**config.mk**
```make
export PLATFORM = sky130hd
export DESIGN_NAME = bus_arbiter_2m
export DESIGN_NICKNAME = d
export VERILOG_FILES = /design/src/rtl/bus_arb_pkg.sv /design/src/rtl/bus_arb_timeout.sv /design/src/rtl/bus_arbiter_2m.sv
export SDC_FILE = /design/constraint.sdc
export NUM_CORES = 1
export LEC_CHECK = 0
export BUFFER_PORTS_ARGS = -buffer_cell sky130_fd_sc_hd__buf_2
export CORE_MARGIN = 2
export CORE_UTILIZATION = 35
export CTS_CLUSTER_DIAMETER = 100
export DETAILED_ROUTE_END_ITERATION = 12
export GPL_TIMING_DRIVEN = 0
export HOLD_SLACK_MARGIN = 0.03
export SLEW_MARGIN = 10
export SYNTH_ARGS = -nofsm -noshare
export SYNTH_HDL_FRONTEND = slang
export SYNTH_HIERARCHICAL = 1
export SYNTH_SLANG_ARGS = --single-unit
```
**constraint.sdc**
```tcl
create_clock -name clk -period 5.9 [get_ports clk]
set_input_delay 0.59 -clock clk [delete_from_list [all_inputs] [get_ports clk]]
set_output_delay 0.59 -clock clk [all_outputs]
set_load 0.01 [all_outputs]
```
**src/rtl/bus_arb_pkg.sv**
```systemverilog
// Shared types and mux-select encodings for the two-master bus arbiter.
package bus_arb_pkg;

    typedef enum logic [1:0] {
        IDLE = 2'd0,
        GNT0 = 2'd1,
        GNT1 = 2'd2,
        GAP  = 2'd3
    } state_t;

    localparam logic [1:0] SEL_NONE = 2'd0;
    localparam logic [1:0] SEL_M0   = 2'd1;
    localparam logic [1:0] SEL_M1   = 2'd2;

endpackage

```
**src/rtl/bus_arb_timeout.sv**
```systemverilog
// Grant-hold counter: cleared on grant entry, counts while enabled, saturates at the limit.
module bus_arb_timeout #(
    parameter int TIMEOUT_CYCLES = 16,
    parameter int CNT_W          = 8
) (
    input  logic clk,
    input  logic rst_n,
    input  logic clr,
    input  logic en,
    output logic expired
);

    localparam logic [CNT_W-1:0] LAST = CNT_W'(TIMEOUT_CYCLES - 1);

    logic [CNT_W-1:0] count;

    always_ff @(posedge clk or negedge rst_n) begin
        if (!rst_n)
            count <= '0;
        else if (clr)
            count <= '0;
        else if (en && (count != LAST))
            count <= count + CNT_W'(1);
    end

    assign expired = en && (count == LAST);

endmodule

```
**src/rtl/bus_arbiter_2m.sv**
```systemverilog
// Two-master round-robin bus arbiter with forced release after TIMEOUT_CYCLES.
module bus_arbiter_2m
    import bus_arb_pkg::*;
#(
    parameter int TIMEOUT_CYCLES = 16,
    parameter int CNT_W          = 8
) (
    input  logic       clk,
    input  logic       rst_n,
    input  logic       req_0,
    input  logic       req_1,
    input  logic       done,
    output logic       grant_0,
    output logic       grant_1,
    output logic [1:0] sel,
    output logic       bus_busy,
    output logic       timeout
);

    state_t state, next;
    logic   last_m1;     // 1 when master 1 held the most recent grant
    logic   tmo_set, tmo_pend;
    logic   clr, en, expired;

    bus_arb_timeout #(
        .TIMEOUT_CYCLES (TIMEOUT_CYCLES),
        .CNT_W          (CNT_W)
    ) u_timeout (
        .clk     (clk),
        .rst_n   (rst_n),
        .clr     (clr),
        .en      (en),
        .expired (expired)
    );

    always_comb begin
        next    = state;
        tmo_set = 1'b0;
        case (state)
            IDLE: begin
                if (req_0 && req_1) next = last_m1 ? GNT0 : GNT1;
                else if (req_0)     next = GNT0;
                else if (req_1)     next = GNT1;
            end
            GNT0: begin
                if (done || !req_0 || expired) next = GAP;
                tmo_set = expired && !done;
            end
            GNT1: begin
                if (done || !req_1 || expired) next = GAP;
                tmo_set = expired && !done;
            end
            GAP:     next = IDLE;
            default: next = IDLE;
        endcase
    end

    assign clr = (state == IDLE) && (next != IDLE);
    assign en  = (state == GNT0) || (state == GNT1);

    always_ff @(posedge clk or negedge rst_n) begin
        if (!rst_n) begin
            state    <= IDLE;
            last_m1  <= 1'b1;
            tmo_pend <= 1'b0;
        end else begin
            state    <= next;
            tmo_pend <= tmo_set;
            if (clr) last_m1 <= (next == GNT1);
        end
    end

    // Output stage decodes the registered state, so grants trail the FSM by one cycle.
    always_ff @(posedge clk or negedge rst_n) begin
        if (!rst_n) begin
            grant_0  <= 1'b0;
            grant_1  <= 1'b0;
            sel      <= SEL_NONE;
            bus_busy <= 1'b0;
            timeout  <= 1'b0;
        end else begin
            grant_0  <= (state == GNT0);
            grant_1  <= (state == GNT1);
            sel      <= (state == GNT0) ? SEL_M0 : (state == GNT1) ? SEL_M1 : SEL_NONE;
            bus_busy <= (state == GNT0) || (state == GNT1);
            timeout  <= tmo_pend;
        end
    end

endmodule

```
After elaboration in Yosys (flattened, before gate mapping)
Cells that the tools add are included.

Bits in registers: 18. Output and inout port bits: 6.

Add/subtract/negate cells: 1. Eq/ne operators: 6. Mux-type cells: 12. Reduce and logical (&&, ||, !) cells: 17.

Operators with widths (number): 2-to-1 mux 2 bit (8); 2-to-1 mux 8 bit (2); adder 8 x 1 -> 8 bit, second input constant (1); equality test 8 x 4 -> 1 bit, second input constant (1); != test 8 x 4 -> 1 bit, second input constant (1); one-hot mux 2 bit (4 select lines) (1); equality test 2 bit, second input constant (3); logical AND 1 bit (5); logical OR 1 bit (5); nonzero test 2 bit (2); logical NOT 1 bit (3); equality test 2 x 1 -> 1 bit, second input constant (1); logical NOT 2 bit (1); OR reduction 2 bit (1); 2-to-1 mux 1 bit (1).

Longest topological paths before layout
Word-level depth: 9. Gate-level depth with buffers: 7. Mapped depth without buffers: 7.

Hierarchy
Netlist, hierarchy kept.

Modules (own cells, without submodules): bus_arb_timeout (instances 1, cells an instance 47, area an instance 457.9 um^2, seq. area each 200.2 um^2); bus_arbiter_2m (instances 1, cells an instance 33, area an instance 370.4 um^2, seq. area each 201.4 um^2).

Worst setup path after synthesis
OpenSTA, ideal clock, no wires.

Kind: reg-to-reg. From: reg state[0]. To: reg state[0]. Arrival: 1.806 ns. Data required time: 5.774 ns. Slack: 3.968 ns. Stages on the path, launching flop included: 8. Buffers on the path: 0. Clock period less this slack: 1.932 ns. Cell sequence: dfrtp_1 inv_1 ha_1 nand4_1 nor2_1 or4b_1 a211oi_2 a21oi_1.

Cells in the longest elaborated chain, start to end: 6. Elaborated cells on any way between the ends: 14. Those cells by class: eq/ne (3); mux (6); reduce/logical (5).

Ends and longest elaborated chain: from (decl) (RTL line bus_arbiter_2m.sv:20) `state_t state, next;`; from (signal assigned) (RTL line bus_arbiter_2m.sv:67) `state <= next;`; equality test 2 x 1 -> 1 bit / equality test 2 bit (equally long branches) (RTL line bus_arbiter_2m.sv:59) `assign en = (state == GNT0) || (state == GNT1);`; logical OR 1 bit * (RTL line bus_arbiter_2m.sv:59); via en (RTL line bus_arbiter_2m.sv:23) `logic clr, en, expired;`; logical AND 1 bit * (RTL line bus_arb_timeout.sv:26) `assign expired = en && (count == LAST);`; via expired (RTL line bus_arbiter_2m.sv:23); logical OR 1 bit (on tied branches) (RTL line bus_arbiter_2m.sv:50, bus_arbiter_2m.sv:46); 2-to-1 mux 2 bit (on tied branches) (RTL line bus_arbiter_2m.sv:50, bus_arbiter_2m.sv:46); one-hot mux 2 bit (4 select lines) * (RTL line bus_arbiter_2m.sv:39) `case (state)`; via next[0] (RTL line bus_arbiter_2m.sv:20).

Mark *: on every way through the listed nets, which the timed path passes. The rest lies on a longest branch. A chain may end at the register's enable or synchronous reset.

Worst setup path after layout
Same ends and word-level chain as after synthesis.

==> results.yml <==
status:
  status: "completed"
sta:
  slew_headroom_pct: 71.9
  final_hold_viol_count: 0
  clock.fmax_mhz: 457
  min_period_ns: 2.19
  tns_ns: 0
  rsz0062_at_grt: "false"
  worst_pin_slew_ns: 0.421
  period_share_pct: 37.1
  hold_ws_ns: 0.188
  slew_viol_final: 0
  skew_ns: 0.00636
  setup_viol_count_final: 0
clock_tree:
  ctsHoldBuffers: 0
  htreeDepth: 1
  cts_sinks: 16
  cts_resized: 0
  cts_root_buffer: "clkbuf_4"
  cts_tree: "yes"
  cts_setup_buffers: 0
  clk_latency_ns: 0.29
  cts_buffer_depth: 2
  clk_pin_slew_ns: 0.10
  cts_buffers: 3
final_layout:
  final_util_pct: 42.5
  final_common_cell: "dfrtp_1"
  num-fill-cells: 229
  finalNetCount: 104
  antenna_cells: 0
  syn_to_final_growth_pct: 14.7
  final_cell_mix: "dfrtp_1, buf_2, a21oi_1, inv_1, nor2_1"
  drive_above_1_share_pct: 23.4
  multi_input_area_um2: 378
  seq_area_um2: 402
run:
  maxCapViolations: 0
synth:
  synth_top_family_by_area: "simple AND/OR/NAND/NOR gates"
  synth_seq_cells: 16
  synth_fa_ha_area_share_pct: 6.04
  synth_edf_count: 0
  yosysWarnings: 6
  ys.flop_type: "dfrtp_1"
  synth_area_um2: 828
  yosys.area_share.xor_xnor_pct: 0
  synth_seq_area_share_pct: 48.5
  synth-simple-area-share_pct: 18.4
  synthArstFlopShare_pct: 100
  syn_inst: 80
  synth.area.mux_share_pct: 3.02
  synth_fp_nets: 89
  yosysUniqueCellTypes: 31
  synth_compound_area_share_pct: 18.1
  avgSynthCellArea_um2: 10.4
floorplanning:
  dieArea_mm2: 0.00277
  io_pins: 11
  core-area_mm2: 0.00223
  die_w_um: 52.6
  initial_core_util_pct: 37.1
  std_cell_rows: 17
  dieHeight_um: 52.6
drt:
  wl_mm: 1.55
  via_per_inst: 5.20
  firstDrtPassIters: 4
  drt.antenna.violating_nets: 0
  dr_total_vias: 634
  drt-initial-drc-count: 12
  drc: 0
  wire_per_inst_um: 12.7
pwr:
  p_per_area_mw_per_mm2: 469
  peakVddDrop_mv: 0.251
  p_leak_nw: 0.445
setup_path:
  arrival_ns: 2.36
  crit_type: "reg -> reg"
  end_kind: "flop"
  worst-path-max-fanout: 8
  startpoint_type: "flop"
  required_ns: 6.07
grt:
  grt.total_usage_pct: 14.1
  grt_max_degree: 17
  antenna_found_initial: 0
  grt_pass1_wl_mm: 2.73
  overflow: 0
  grt_pass1_vias: 582
place:
  port_buffers: 10
  routabilityCongestion: 0.740
  hpwl_mm: 1.12
worst_hold_path:
  min_path_type: "in -> async"
worst max-delay path: stages, from the launching register on:
cell and delay (ns):
dfrtp_1 0.42, inv_1 0.08, ha_1 0.40, nand4_1 0.20
nor2_1 0.10, or4b_1 0.54, a211oi_2 0.27, a21oi_1 0.07
registers in the layout, summed over array words and instances (netlist names):
name / count
sel: 1
timeout: 1
tmo_pend: 1
state: 2
last_m1: 1
bus_busy: 1
grant_1: 1
u_timeout/count: 8
final timing paths:
kind	to	start	cells after the start	slack, ns
setup reg to reg	state[0]	state[0]	7	3.71
hold reg to reg	timeout	tmo_pend	0	0.35
setup / recovery	state[0]	state[0]	7	3.71
max in group asynchronous	last_m1	rst_n	1	5.40
hold / removal	u_timeout/count[1]	rst_n	1	0.19
min in group clk	timeout	tmo_pend	0	0.35
through the flow:
step	setup WS (ns)	cell area [µm²]	cells	power, mW
floorplan	3.97	828	80	0.322
global placement	3.78	913	118	0.368
detailed placement	3.70	913	118	0.378
CTS	3.69	950	122	0.453
global route	3.58	950	122	0.483
finish	3.71	950	122	0.445
per-layer routing:
metal | GRT usage (%) | wire length (µm) | vias to the layer above | part of all wire [%]
met5 | 0 | 0 | - | 0
met4 | 11.5 | 43 | 0 | 2.8
met3 | 2.57 | 33 | 4 | 2.1
met2 | 20.2 | 735 | 6 | 48
met1 | 18.3 | 733 | 309 | 47
li1 | - | - | 315 | -
area by class of cell:
| type | count | share of cell area (%) |
|---|---|---|
| Sequential cell | 16 | 42.3 |
| Multi-Input combinational cell | 53 | 39.8 |
| Timing Repair Buffer | 10 | 5.27 |
| Clock buffer | 4 | 3.82 |
| Tap cell | 28 | 3.69 |
| Inverter | 8 | 3.16 |
| Buffer | 3 | 1.98 |
where the power goes:
| group | total (mW) | switching, mW | internal [mW] |
|---|---|---|---|
| Combinational | 0.199 | 0.106 | 0.0922 |
| Clock | 0.0738 | 0.0362 | 0.0376 |
| Sequential | 0.173 | 0.0277 | 0.145 |
synthesized netlist by cell type (all sizes together), types with 2 or more instances:
library cell,number,area share [%]
nor2,7,3.2
a21oi,8,4.8
o31ai,2,1.8
inv,8,3.6
nand2,4,1.8
nand3,3,1.8
nand4,2,1.5
or4,2,1.8
nand2b,2,1.5
ha,4,6.0
a211oi,3,3.3
or3,2,1.7
o21ai,3,1.8
dfrtp,15,45
buf,3,2.3
cell families after synthesis:
kind of cell | after synthesis
AO/OA/AOI/OAI | 21
adder cells (fa/ha/maj) | 4
buffers and inverters | 11
flip-flops | 16
multiplexers | 2
AND/OR/NAND/NOR | 26
Power figures use the tool's default switching activity.
